$ cat src/rtl/drink_dispense_ctrl.sv
// rtl/drink_dispense_ctrl.sv - vend command queue and timed drink/change actuator sequencer
//
// Purpose: queues vend commands (Z = 10 drink, 11 drink + change) from the coin
// FSM and plays each one out as timed actuator pulses: drink motor, drop-sensor
// confirmation, then coin ejector when change is owed.
// Optional build macro: DISPENSE_STATS_EN adds the Drink_cnt / Change_cnt outputs.
//
// Ports:
//   CP_20ms       in   clock, 20 ms period
//   Rst_sync      in   synchronous reset, active-high
//   Z[1:0]        in   vend command (00 none, 10 drink, 11 drink+change, 01 ignored)
//   Drink_sensor  in   drop sensor, high >= 1 cycle per dropped drink
//   Fault_clr     in   single-cycle pulse, leaves FAULT
//   Drink_motor   out  drink motor enable
//   Coin_out      out  change ejector enable
//   Busy          out  sequencer not idle
//   Pending       out  queued commands, excluding the one executing
//   Overflow      out  sticky, a command was dropped on a full queue
//   Fault         out  sequencer in FAULT
//   Drink_cnt     out  (DISPENSE_STATS_EN) sensor-confirmed drinks, saturating
//   Change_cnt    out  (DISPENSE_STATS_EN) completed change ejections, saturating

module drink_dispense_ctrl #(
   parameter int FIFO_DEPTH    = 4,
   parameter int DRINK_TICKS   = 25,
   parameter int SENSE_TIMEOUT = 100,
   parameter int COIN_TICKS    = 10,
   parameter int GAP_TICKS     = 5
) (
   input  logic                          CP_20ms,
   input  logic                          Rst_sync,
   input  logic [1:0]                    Z,
   input  logic                          Drink_sensor,
   input  logic                          Fault_clr,
   output logic                          Drink_motor,
   output logic                          Coin_out,
   output logic                          Busy,
   output logic [$clog2(FIFO_DEPTH):0]   Pending,
   output logic                          Overflow,
   output logic                          Fault
`ifdef DISPENSE_STATS_EN
   ,
   output logic [15:0]                   Drink_cnt,
   output logic [15:0]                   Change_cnt
`endif
);

   localparam int AW    = $clog2(FIFO_DEPTH);
   localparam int MAX_A = (DRINK_TICKS > SENSE_TIMEOUT) ? DRINK_TICKS : SENSE_TIMEOUT;
   localparam int MAX_B = (COIN_TICKS > GAP_TICKS) ? COIN_TICKS : GAP_TICKS;
   localparam int MAX_T = (MAX_A > MAX_B) ? MAX_A : MAX_B;
   localparam int CW    = $clog2(MAX_T + 1);

   typedef enum logic [2:0] {
      S_IDLE,
      S_DRINK_ON,
      S_DRINK_WAIT,
      S_CHANGE_ON,
      S_GAP,
      S_FAULT
   } state_t;

   state_t              r_state;
   state_t              w_next;
   logic [CW-1:0]       r_tick;
   logic [CW-1:0]       w_reload;
   logic [CW-1:0]       w_tick_next;
   logic [1:0]          r_z_prev;
   logic [FIFO_DEPTH-1:0] r_fifo;
   logic [AW-1:0]       r_wr_ptr;
   logic [AW-1:0]       r_rd_ptr;
   logic [AW:0]         r_count;
   logic                r_change;
   logic                r_sensed;
   logic                r_motor;
   logic                r_coin;
   logic                r_busy;
   logic                r_fault;
   logic                r_overflow;
   logic                w_strobe;
   logic                w_full;
   logic                w_deq;
   logic                w_enq;
   logic                w_sense;
   logic                w_confirm;
   logic                w_coin_done;

   // A held Z enqueues once: only a change onto a vend code counts.
   assign w_strobe = ((Z == 2'b10) || (Z == 2'b11)) && (Z != r_z_prev);
   assign w_full   = (r_count == (AW+1)'(FIFO_DEPTH));
   // A full queue still accepts when the sequencer pops in the same cycle.
   assign w_enq    = w_strobe && (!w_full || w_deq);
   // A drop seen while the motor was still running counts as confirmation.
   assign w_sense  = r_sensed || Drink_sensor;

   always_comb begin
      w_next      = r_state;
      w_deq       = 1'b0;
      w_confirm   = 1'b0;
      w_coin_done = 1'b0;
      case (r_state)
         S_IDLE: begin
            if (r_count != '0) begin
               w_deq  = 1'b1;
               w_next = S_DRINK_ON;
            end
         end
         S_DRINK_ON: begin
            if (r_tick == '0) w_next = S_DRINK_WAIT;
         end
         S_DRINK_WAIT: begin
            if (w_sense) begin
               w_confirm = 1'b1;
               w_next    = r_change ? S_CHANGE_ON : S_GAP;
            end else if (r_tick == '0) begin
               w_next = S_FAULT;
            end
         end
         S_CHANGE_ON: begin
            if (r_tick == '0) begin
               w_coin_done = 1'b1;
               w_next      = S_GAP;
            end
         end
         S_GAP: begin
            if (r_tick == '0) w_next = S_IDLE;
         end
         S_FAULT: begin
            if (Fault_clr) w_next = S_GAP;
         end
         default: w_next = S_IDLE;
      endcase

      // Shared down-counter: loaded with (duration - 1) on every state entry.
      case (w_next)
         S_DRINK_ON:   w_reload = CW'(DRINK_TICKS - 1);
         S_DRINK_WAIT: w_reload = CW'(SENSE_TIMEOUT - 1);
         S_CHANGE_ON:  w_reload = CW'(COIN_TICKS - 1);
         S_GAP:        w_reload = CW'(GAP_TICKS - 1);
         default:      w_reload = '0;
      endcase

      if (w_next != r_state)   w_tick_next = w_reload;
      else if (r_tick != '0)   w_tick_next = r_tick - CW'(1);
      else                     w_tick_next = r_tick;
   end

   always_ff @(posedge CP_20ms) begin
      if (Rst_sync) begin
         r_state    <= S_IDLE;
         r_tick     <= '0;
         r_z_prev   <= 2'b00;
         r_fifo     <= '0;
         r_wr_ptr   <= '0;
         r_rd_ptr   <= '0;
         r_count    <= '0;
         r_change   <= 1'b0;
         r_sensed   <= 1'b0;
         r_motor    <= 1'b0;
         r_coin     <= 1'b0;
         r_busy     <= 1'b0;
         r_fault    <= 1'b0;
         r_overflow <= 1'b0;
      end else begin
         r_state  <= w_next;
         r_tick   <= w_tick_next;
         r_z_prev <= Z;

         if (w_enq) begin
            r_fifo[r_wr_ptr] <= Z[0];
            r_wr_ptr         <= r_wr_ptr + AW'(1);
         end
         if (w_deq) begin
            r_change <= r_fifo[r_rd_ptr];
            r_rd_ptr <= r_rd_ptr + AW'(1);
         end
         case ({w_enq, w_deq})
            2'b10:   r_count <= r_count + (AW+1)'(1);
            2'b01:   r_count <= r_count - (AW+1)'(1);
            default: r_count <= r_count;
         endcase
         if (w_strobe && !w_enq) r_overflow <= 1'b1;

         if (w_next == S_DRINK_ON && r_state != S_DRINK_ON)
            r_sensed <= 1'b0;
         else if (r_state == S_DRINK_ON && Drink_sensor)
            r_sensed <= 1'b1;

         // Outputs follow the next state so they line up with it exactly.
         r_motor <= (w_next == S_DRINK_ON);
         r_coin  <= (w_next == S_CHANGE_ON);
         r_busy  <= (w_next != S_IDLE);
         r_fault <= (w_next == S_FAULT);
      end
   end

   assign Drink_motor = r_motor;
   assign Coin_out    = r_coin;
   assign Busy        = r_busy;
   assign Pending     = r_count;
   assign Overflow    = r_overflow;
   assign Fault       = r_fault;

`ifdef DISPENSE_STATS_EN
   logic [15:0] r_drink_cnt;
   logic [15:0] r_change_cnt;

   always_ff @(posedge CP_20ms) begin
      if (Rst_sync) begin
         r_drink_cnt  <= '0;
         r_change_cnt <= '0;
      end else begin
         if (w_confirm && r_drink_cnt != 16'hFFFF)
            r_drink_cnt <= r_drink_cnt + 16'd1;
         if (w_coin_done && r_change_cnt != 16'hFFFF)
            r_change_cnt <= r_change_cnt + 16'd1;
      end
   end

   assign Drink_cnt  = r_drink_cnt;
   assign Change_cnt = r_change_cnt;
`endif

endmodule

$ cat config.mk
export PLATFORM = sky130hd
export DESIGN_NAME = drink_dispense_ctrl
export DESIGN_NICKNAME = d
export VERILOG_FILES = /design/src/rtl/drink_dispense_ctrl.sv
export SDC_FILE = /design/constraint.sdc
export NUM_CORES = 1
export LEC_CHECK = 0
export BUFFER_PORTS_ARGS = -buffer_cell sky130_fd_sc_hd__buf_2
export CORE_MARGIN = 2
export CORE_UTILIZATION = 29
export DETAILED_ROUTE_END_ITERATION = 8
export HOLD_SLACK_MARGIN = 0.03
export SLEW_MARGIN = 40
export SYNTH_ARGS = -nofsm -noshare
export SYNTH_HDL_FRONTEND = slang
export SYNTH_SLANG_ARGS = --single-unit
$ cat constraint.sdc
create_clock -name CP_20ms -period 2 [get_ports CP_20ms]
set_clock_uncertainty 0.15 [all_clocks]
set_input_delay 0.1 -clock CP_20ms [delete_from_list [all_inputs] [get_ports CP_20ms]]
set_output_delay 0.1 -clock CP_20ms [all_outputs]
set_load 0.01 [all_outputs]
==> impl_metrics.ini, run 1 <==
[yosys]
syn_inst = 182
ys_ff_latch = 30
synth.distinct_cells = 48
synthAdderAreaFrac = 0.0502
syn_avg_cell_area_sq_um = 9.04
ys.flop_type = dfxtp_1
syn_nets = 194
synth-simple-area-share = 0.254
synthArstFlopShare = 0
synth-compound-area-share = 0.185
synth-edff-count = 0
synth_top_family_by_area = simple AND/OR/NAND/NOR gates
syn-cell-area_sq_mm = 0.00165
synth.area.mux_share = 0.0411
synth_warnings = 0
seq_area_frac_synth = 0.365
synthXorXnorAreaFrac = 0.0586

[setup_path]
critPathKind = register to register
r2r_slack_ns = -0.07
path_cells = inv_2 > ha_4 > or4b_4 > o41ai_4 > nand2_1 > nand3_2 > mux2_4
worstPathRequired_ns = 2.03
critPathArrivalTime_ns = 2.10
worstPathMaxFanout = 4
max_stage_delay_ns = 0.51
worst_setup_path_end_kind = register
cp_slowest_cell = or4b_4
r2r-start = r_tick[1]
worstReg2RegEnd = r_tick[4]
reg2regPathDepth = 7
cp-start-kind = register

[outcome]
status = finished, violations left
violations = setup timing

[routing]
postRouteAntennaNets = 0
viasPerCell = 4.91
drc = 0
avgRoutedWirePerCell_um = 12.9
route.final.wire_length_mm = 3.79
drt-initial-drc-count = 56
dr.pass1.iters = 4
vias = 1439

[global_routing]
grt_pass1_wl_mm = 6.34
grt_max_degree = 18
grt_pass1_vias = 1349
antenna_found_initial = 0
grt_remaining_overflow = 0
track_usage = 0.131

[placed_design]
gp_congestion = 0.828
numPortBuffers = 13
dp.cells = 280
placed_area_sq_mm = 0.00194
dp_hpwl_mm = 2.73

[pwr]
vdd_drop_max_mv = 0.453
p_leak_nw = 0.845
p_clk_frac = 0.147
sequentialPowerShare = 0.275
sw_frac_of_total = 0.399
p_int_mw = 1.85
p_per_area_mw_per_mm2 = 1470
netSwitchingPower_mw = 1.23
p_comb_frac = 0.577

[floorplan]
die_h_um = 79.3
die_area_sq_mm = 0.00629
ios = 14
coreArea_sq_mm = 0.00551
die_w_um = 79.3
rows = 27
start_util = 0.299

[cts]
cts_made_buffers = 5
cts_tree = done
cts_root_buffer = clkbuf_8
clock-sinks = 30
htreeDepth = 2
clockBufferDepth = 2
clk_latency_ns = 0.29
clkTransAtPathRegs_ns = 0.07

[sta]
period_minus_slack_ns = 2.07
rsz0062_at_grt = true
setup_viol = 4
tightest_slew_ns = 0.474
finalCritPeriodShare = 1.03
hold_viol = 0
finalMaxSlewViolations = 0
timing.hold.ws_ns = 0.0432
maxSlewHeadroom = 0.683
fmax_ghz = 0.484
fin_ws_ns = -0.0657

[cells_and_area]
antenna-diode-count = 0
syn2layout_area_growth_pct = 27.5
layout-drive-gt1-share = 0.308
final-instance-count-excl-fill = 293
fin_area_sq_mm = 0.00210
nNetsFinal = 233

[min_path]
hold_start = Rst_sync
hold_path_depth = 2
hp-class = input pin to register
hold_end = r_z_prev[1]

[run]
max_cap_violations = 0
==> logic make-up after synthesis <==
kind of cell             count (synthesis)
AO/OA/AOI/OAI                           36
XOR/XNOR                                11
adder cells (fa/ha/maj)                  6
buffers and inverters                   16
flip-flops                              30
multiplexers                             4
AND/OR/NAND/NOR                         79
==> synth_stat cells (2+ instances only) <==
| master | number | area share |
|---|---|---|
| xor2_1 | 3 | 0.016 |
| nor2_2 | 2 | 0.0076 |
| xnor2_1 | 8 | 0.043 |
| buf_6 | 2 | 0.014 |
| nor4_1 | 2 | 0.0076 |
| nand4_1 | 5 | 0.019 |
| nand3_1 | 6 | 0.018 |
| a21o_1 | 3 | 0.014 |
| nor2b_1 | 2 | 0.0076 |
| ha_1 | 5 | 0.038 |
| clkbuf_1 | 3 | 0.0068 |
| a21oi_1 | 16 | 0.049 |
| a31oi_1 | 2 | 0.0076 |
| o21ai_0 | 4 | 0.012 |
| nand2_1 | 16 | 0.037 |
| nand2b_1 | 3 | 0.011 |
| o32ai_1 | 2 | 0.011 |
| buf_1 | 2 | 0.0046 |
| inv_1 | 8 | 0.018 |
| dfxtp_1 | 30 | 0.37 |
| nor2_1 | 21 | 0.048 |
| nor3b_1 | 4 | 0.018 |
| nor3_1 | 6 | 0.018 |
| a221oi_4 | 2 | 0.032 |
| mux2_1 | 2 | 0.014 |
==> sequential cells by signal, indices dropped and copies added (netlist names) <==
| register | cells |
|---|---|
| r_change | 1 |
| r_state | 3 |
| Pending | 3 |
| Drink_motor | 1 |
| r_fifo | 4 |
| Coin_out | 1 |
| r_z_prev | 2 |
| r_tick | 7 |
| Busy | 1 |
| Overflow | 1 |
| Fault | 1 |
| r_sensed | 1 |
| r_wr_ptr | 2 |
| r_rd_ptr | 2 |
==> worst max-delay path by stage <==
| stage | startpoint | endpoint | cells after the start |
|---|---|---|---|
| 6_report | r_tick[1] | r_tick[4] | 7 |
| 5_1_grt | r_tick[0] | r_tick[4] | 7 |
| 4_1_cts | r_tick[0] | r_tick[4] | 7 |
| 3_5_place_dp | r_tick[0] | r_tick[2] | 7 |
| 3_3_place_gp | r_tick[0] | r_tick[2] | 7 |
| 2_1_floorplan | r_tick[0] | r_tick[4] | 7 |
==> stage by stage <==
step | power, mW | setup TNS, ns | worst slack, ns | utilization
finish | 3.08 | -0.178 | -0.0657 | 0.381
global route | 3.30 | -0.837 | -0.110 | 0.381
CTS | 3.04 | -0.0853 | -0.0281 | 0.375
detailed placement | 2.51 | -0.145 | -0.0964 | 0.352
global placement | 2.50 | -0.0576 | -0.0345 | 0.352
floorplan | 2.03 | -0.235 | -0.145 | -
==> cell type report <==
class | count | area, sq um
sequential | 30 | 602
clock buffer | 7 | 76.3
timing repair buffer | 40 | 275
inverter | 8 | 30.0
tap | 72 | 90.1
fill | 555 | 3410
multi-input combinational | 136 | 1020
==> routing by layer <==
layer | vias up | wire, um | track usage
met5 | - | 0 | 0
met4 | 0 | 93 | 0.0845
met3 | 10 | 146 | 0.0330
met2 | 26 | 1800 | 0.203
met1 | 683 | 1750 | 0.160
li1 | 720 | - | -
==> repair_timing <==
item | CTS | global route
resized for setup | 1 | 5
pin swaps | 2 | 0
hold buffers | 3 | 0
setup buffers | 2 | 1
gates cloned | 0 | 0
hold endpoints to repair | 7 | 0
setup endpoints to repair | 2 | 11
==> power by group through the flow <==
stage | logic (mW) | registers, mW | clock network [mW]
after floorplan | 1.17 | 0.863 | 0
after global placement | 1.65 | 0.852 | 0
after detailed placement | 1.66 | 0.855 | 0
after CTS | 1.72 | 0.845 | 0.469
after global routing | 1.95 | 0.866 | 0.489
final | 1.78 | 0.848 | 0.454
==> placed cells by master, fill, tap and decap left out, drive strengths merged, types with 3 or more instances in the layout <==
| cell type | instances |
|---|---|
| xnor2 | 8 |
| nand2b | 3 |
| nor3b | 4 |
| nand3 | 7 |
| clkbuf | 7 |
| dlygate4sd3 | 3 |
| nor2 | 23 |
| a21oi | 16 |
| dfxtp | 30 |
| xor2 | 3 |
| ha | 5 |
| or2 | 3 |
| inv | 8 |
| a21o | 3 |
| buf | 37 |
| o21ai | 4 |
| nand2 | 16 |
| nor3 | 7 |
| nand4 | 5 |
==> worst max-delay path, delay by kind of cell (launching register included) <==
| kind | cells | cell delay [ns] |
|---|---|---|
| buf+inv | 1 | 0.06 |
| simple gates | 3 | 0.76 |
| fa+ha+maj | 1 | 0.13 |
| flops | 1 | 0.32 |
| compound gates | 1 | 0.24 |
| mux | 1 | 0.30 |
No activity file was read; power rests on OpenSTA's default activity.
==> run 2, diff against run 1 <==
--- a/config.mk
+++ b/config.mk
@@ -6,6 +6,7 @@
 export NUM_CORES = 1
 export LEC_CHECK = 0
 export BUFFER_PORTS_ARGS = -buffer_cell sky130_fd_sc_hd__buf_2
+export CORE_ASPECT_RATIO = 0.8
 export CORE_MARGIN = 2
 export CORE_UTILIZATION = 29
 export DETAILED_ROUTE_END_ITERATION = 8
@@ -14,3 +15,4 @@
 export SYNTH_ARGS = -nofsm -noshare
 export SYNTH_HDL_FRONTEND = slang
 export SYNTH_SLANG_ARGS = --single-unit
+export TNS_END_PERCENT = 50
==> impl_metrics.ini, run 2 (synthesized netlist as in run 1, its figures left out) <==
[cells_and_area]
regMostFlops = r_tick
reg_top3 = r_tick (7), r_fifo (4)
nNetsFinal = 238
fill_cells = 573
final_common_cell = buf_4
final-instance-count-excl-fill = 304
most-common-layout-cells = 29 x buf_4, 28 x dfxtp_1, 21 x nor2_1
antenna-diode-count = 0
syn2layout_area_growth_pct = 29.6
layout-drive-gt1-share = 0.319
largest_register_ffs = 7

[pwr]
sw_frac_of_total = 0.397
p_leak_nw = 0.867
netSwitchingPower_mw = 1.24
vdd_drop_max_mv = 0.391
finalPower_mw = 3.13
p_comb_frac = 0.588
p_int_mw = 1.89
sequentialPowerShare = 0.268
p_clk_frac = 0.144
p_per_area_mw_per_mm2 = 1470

[setup_path]
reg2regPathDepth = 7
cp-start-kind = register
path_cells = inv_2 > ha_4 > or4b_4 > o311a_4 > a211oi_4 > nand2_1 > o32ai_2
worstPathRequired_ns = 2.03
cp_slowest_cell = or4b_4
critPathArrivalTime_ns = 2.08
critPathKind = register to register
r2r_slack_ns = -0.04
cp_top_family = compound AO/OA/AOI/OAI gates
max_stage_delay_ns = 0.51
r2r-start = r_tick[0]
worstReg2RegEnd = r_tick[2]
crit_start = r_tick[0]
path_buf_inv = 1
worstPathMaxFanout = 4
worst_setup_path_end_kind = register

[routing]
viasPerCell = 4.68
drt-initial-drc-count = 60
avgRoutedWirePerCell_um = 12.5
postRouteAntennaNets = 0
vias = 1424
route.final.wire_length_mm = 3.79
dr.pass1.iters = 4
drc = 0

[placed_design]
gp_congestion = 0.838
dp.cells = 292
dp_hpwl_mm = 2.66
numPortBuffers = 13

[sta]
finalMaxSlewViolations = 0
rsz0062_at_grt = true
period_minus_slack_ns = 2.04
fmax_ghz = 0.489
finalCritPeriodShare = 1.02
maxSlewHeadroom = 0.757
tightest_slew_ns = 0.363
fin_setup_tns_ns = -0.0734
setup_viol = 2
fin_ws_ns = -0.0443
hold_viol = 0

[floorplan]
rows = 24
die_h_um = 71.4
die_w_um = 88.2
die_area_sq_mm = 0.00630
coreArea_sq_mm = 0.00547
start_util = 0.301
ios = 14

[cts]
cts_tree = done
clock-sinks = 30
clkTransAtPathRegs_ns = 0.06
clockBufferDepth = 2
cts_made_buffers = 5
clk_latency_ns = 0.28
cts_root_buffer = clkbuf_8
htreeDepth = 2

[global_routing]
grt_util_met1 = 0.176
grt_pass1_vias = 1331
grt_remaining_overflow = 0
grt_use_met2 = 0.184
track_usage = 0.127
grt_pass1_wl_mm = 6.19
busiest_layer = met2
antenna_found_initial = 0
grt_max_degree = 17
use_met3 = 0.0346

[min_path]
hold_end = r_sensed
hp-class = input pin to register
hold_start = Drink_sensor
hold_path_depth = 3

[outcome]
status = finished, violations left
violations = setup timing

[run]
max_cap_violations = 0
## run 2: layer usage
metal | part of all wire | up-vias
met3 | 0.049 | 8
met5 | 0 | -
met4 | 0.018 | 0
met2 | 0.47 | 36
li1 | - | 727
met1 | 0.46 | 653
## run 2: how the worst max path moves through the flow
stage / depth (start not counted) / to / slack (ns)
global placement: 7 / r_tick[2] / -0.01
detailed placement: 7 / r_tick[2] / -0.05
CTS: 7 / r_tick[4] / -0.04
floorplan: 7 / r_tick[4] / -0.15
finish: 7 / r_tick[2] / -0.04
global route: 7 / r_tick[2] / -0.11
## run 2: power by group through the flow
stage	Combinational (mW)	Sequential, mW	Clock (mW)
finish	1.84	0.839	0.451
global placement	1.71	0.847	0
floorplan	1.15	0.863	0
global route	2.01	0.854	0.494
CTS	1.73	0.836	0.470
detailed placement	1.71	0.847	0
## run 2: per-stage QoR
stage               hold WS (ns)  utilization  cell area [sq um]  worst slack, ns
floorplan                 0.0782            -               1670           -0.145
global placement           0.242        0.364               1990         -0.00953
detailed placement         0.255        0.364               1990          -0.0480
CTS                       0.0397        0.383               2090          -0.0384
global route              0.0538        0.390               2130           -0.109
finish                    0.0362        0.390               2130          -0.0443
## run 2: area by class of cell
type	instances	area (sq um)	share of cell area
inverters	8	30.0	0.0141
multi-input cells	136	1010	0.475
repair buffers	45	313	0.147
well taps	78	97.6	0.0458
clock buffers	7	76.3	0.0358
flip-flops and latches	30	603	0.283
## run 2: repair_timing
action,4_1_cts,5_1_grt
hold buffers,3,0
gates resized for setup,1,5
hold endpoints to repair,8,0
setup buffers,0,2
endpoints found under the setup margin,2,12
pin swaps,2,6
## run 2: worst reg2reg max path, cell delays in order, from the launching register on
cell and delay [ns]:
dfxtp_2 0.32, inv_2 0.06, ha_4 0.12, or4b_4 0.51, o311a_4 0.34, a211oi_4 0.20
nand2_1 0.12, o32ai_2 0.14
==> run 3, diff against run 2 <==
--- a/config.mk
+++ b/config.mk
@@ -6,11 +6,14 @@
 export NUM_CORES = 1
 export LEC_CHECK = 0
 export BUFFER_PORTS_ARGS = -buffer_cell sky130_fd_sc_hd__buf_2
+export CELL_PAD_IN_SITES_DETAIL_PLACEMENT = 0
+export CELL_PAD_IN_SITES_GLOBAL_PLACEMENT = 1
 export CORE_ASPECT_RATIO = 0.8
 export CORE_MARGIN = 2
 export CORE_UTILIZATION = 29
 export DETAILED_ROUTE_END_ITERATION = 8
 export HOLD_SLACK_MARGIN = 0.03
+export PLACE_DENSITY_LB_ADDON = 0.1
 export SLEW_MARGIN = 40
 export SYNTH_ARGS = -nofsm -noshare
 export SYNTH_HDL_FRONTEND = slang
==> impl_metrics.ini, run 3 (synthesized netlist as in run 1, its figures left out) <==
[outcome]
violations = setup timing
status = finished, violations left

[sta]
fin_ws_ns = -0.0326
fmax_ghz = 0.492
setup_viol = 2
hold_viol = 0
period_minus_slack_ns = 2.03
fin_setup_tns_ns = -0.0533
finalCritPeriodShare = 1.02
maxSlewHeadroom = 0.698
rsz0062_at_grt = true
tightest_slew_ns = 0.452
finalMaxSlewViolations = 0

[cts]
clockBufferDepth = 2
clkTransAtPathRegs_ns = 0.06
cts_root_buffer = clkbuf_8
cts_tree = done
htreeDepth = 2
cts_made_buffers = 5
clock-sinks = 30
clk_latency_ns = 0.28
post-cts-setup-buffer-count = 0

[setup_path]
worst_setup_path_end_kind = register
path_cells = inv_2 > ha_4 > or4b_4 > o41ai_4 > nand2_2 > nand3_2 > mux2_4
critPathArrivalTime_ns = 2.06
cp-start-kind = register
worstPathRequired_ns = 2.02
worstPathMaxFanout = 4
cp_slowest_cell = or4b_4
critPathKind = register to register
max_stage_delay_ns = 0.51

[global_routing]
grt_pass1_wl_mm = 6.26
grt_use_met2 = 0.176
grt_remaining_overflow = 0
busiest_layer = met1
grt_util_met1 = 0.196
use_met3 = 0.0380
antenna_found_initial = 0
track_usage = 0.131
grt_max_degree = 19
grt_pass1_vias = 1298

[pwr]
p_leak_nw = 0.853
vdd_drop_max_mv = 0.423
p_per_area_mw_per_mm2 = 1450
finalPower_mw = 3.07

[cells_and_area]
largest_register_ffs = 7
most-common-layout-cells = 29 x dfxtp_1, 25 x buf_4, 21 x nor2_1
antenna-diode-count = 0
final_common_cell = dfxtp_1
nNetsFinal = 235
layout-drive-gt1-share = 0.318
fin_area_sq_mm = 0.00212
regMostFlops = r_tick
syn2layout_area_growth_pct = 28.7
reg_top3 = r_tick (7), r_fifo (4)

[floorplan]
ios = 14
rows = 24
coreArea_sq_mm = 0.00547
start_util = 0.301
die_w_um = 88.2
die_area_sq_mm = 0.00630
die_h_um = 71.4

[routing]
postRouteAntennaNets = 0
route.final.wire_length_mm = 3.80
vias = 1407
avgRoutedWirePerCell_um = 12.6
dr.pass1.iters = 4
drt-initial-drc-count = 40
viasPerCell = 4.67
drc = 0

[run]
max_cap_violations = 0

[placed_design]
placed_area_sq_mm = 0.00198
numPortBuffers = 13
gp_congestion = 0.820
place_ws_ns = -0.0582
dp_hpwl_mm = 2.83

[min_path]
hp-class = input pin to register
## run 3: layout make-up
| cell class | count | area (sq um) |
|---|---|---|
| fill | 595 | 3350 |
| sequential | 30 | 602 |
| tap | 78 | 97.6 |
| clock buffer | 7 | 76.3 |
| timing repair buffer | 42 | 294 |
| inverter | 8 | 30.0 |
| multi-input combinational | 136 | 1020 |
## run 3: routing by layer
layer	wire length, um	up-vias
li1	-	716
met1	2010	662
met2	1560	24
met3	174	5
met4	46	0
met5	0	-
## run 3: worst max-delay path: cells and delay by family (launching register included)
kind	cells	cell delay, ns
AO/OA/AOI/OAI	1	0.26
AND/OR/NAND/NOR	3	0.72
buffers and inverters	1	0.06
adder cells (fa/ha/maj)	1	0.12
flip-flops	1	0.32
multiplexers	1	0.29
## run 3: worst paths after layout
| path | start | to | slack (ns) | cells past startpoint |
|---|---|---|---|---|
| worst max-delay path | r_tick[0] | r_tick[4] | -0.03 | 7 |
| worst min-delay path | Rst_sync | r_rd_ptr[1] | 0.04 | 2 |
| worst max register to register | r_tick[0] | r_tick[4] | -0.03 | 7 |
| worst min register to register | r_fifo[0] | r_fifo[0] | 0.31 | 2 |
## run 3: where the power goes
part           switching [mW]  internal, mW
Combinational           0.901         0.865
Clock                   0.228         0.239
Sequential             0.0994         0.738
## run 3: repair_timing
action / 4_1_cts / 5_1_grt
endpoints found under the hold margin: 7 / 0
hold buffers: 3 / 0
setup endpoints to repair: 2 / 16
resized for setup: 0 / 9
gates cloned: 0 / 0
pin swaps: 1 / 4
## run 3: stage by stage
| stage | util | hold WS [ns] | cells |
|---|---|---|---|
| finish | 0.388 | 0.0401 | 301 |
| floorplan | - | 0.0782 | 182 |
| global route | 0.388 | 0.0447 | 301 |
| detailed placement | 0.362 | 0.246 | 291 |
| global placement | 0.362 | 0.242 | 291 |
| CTS | 0.382 | 0.0365 | 301 |
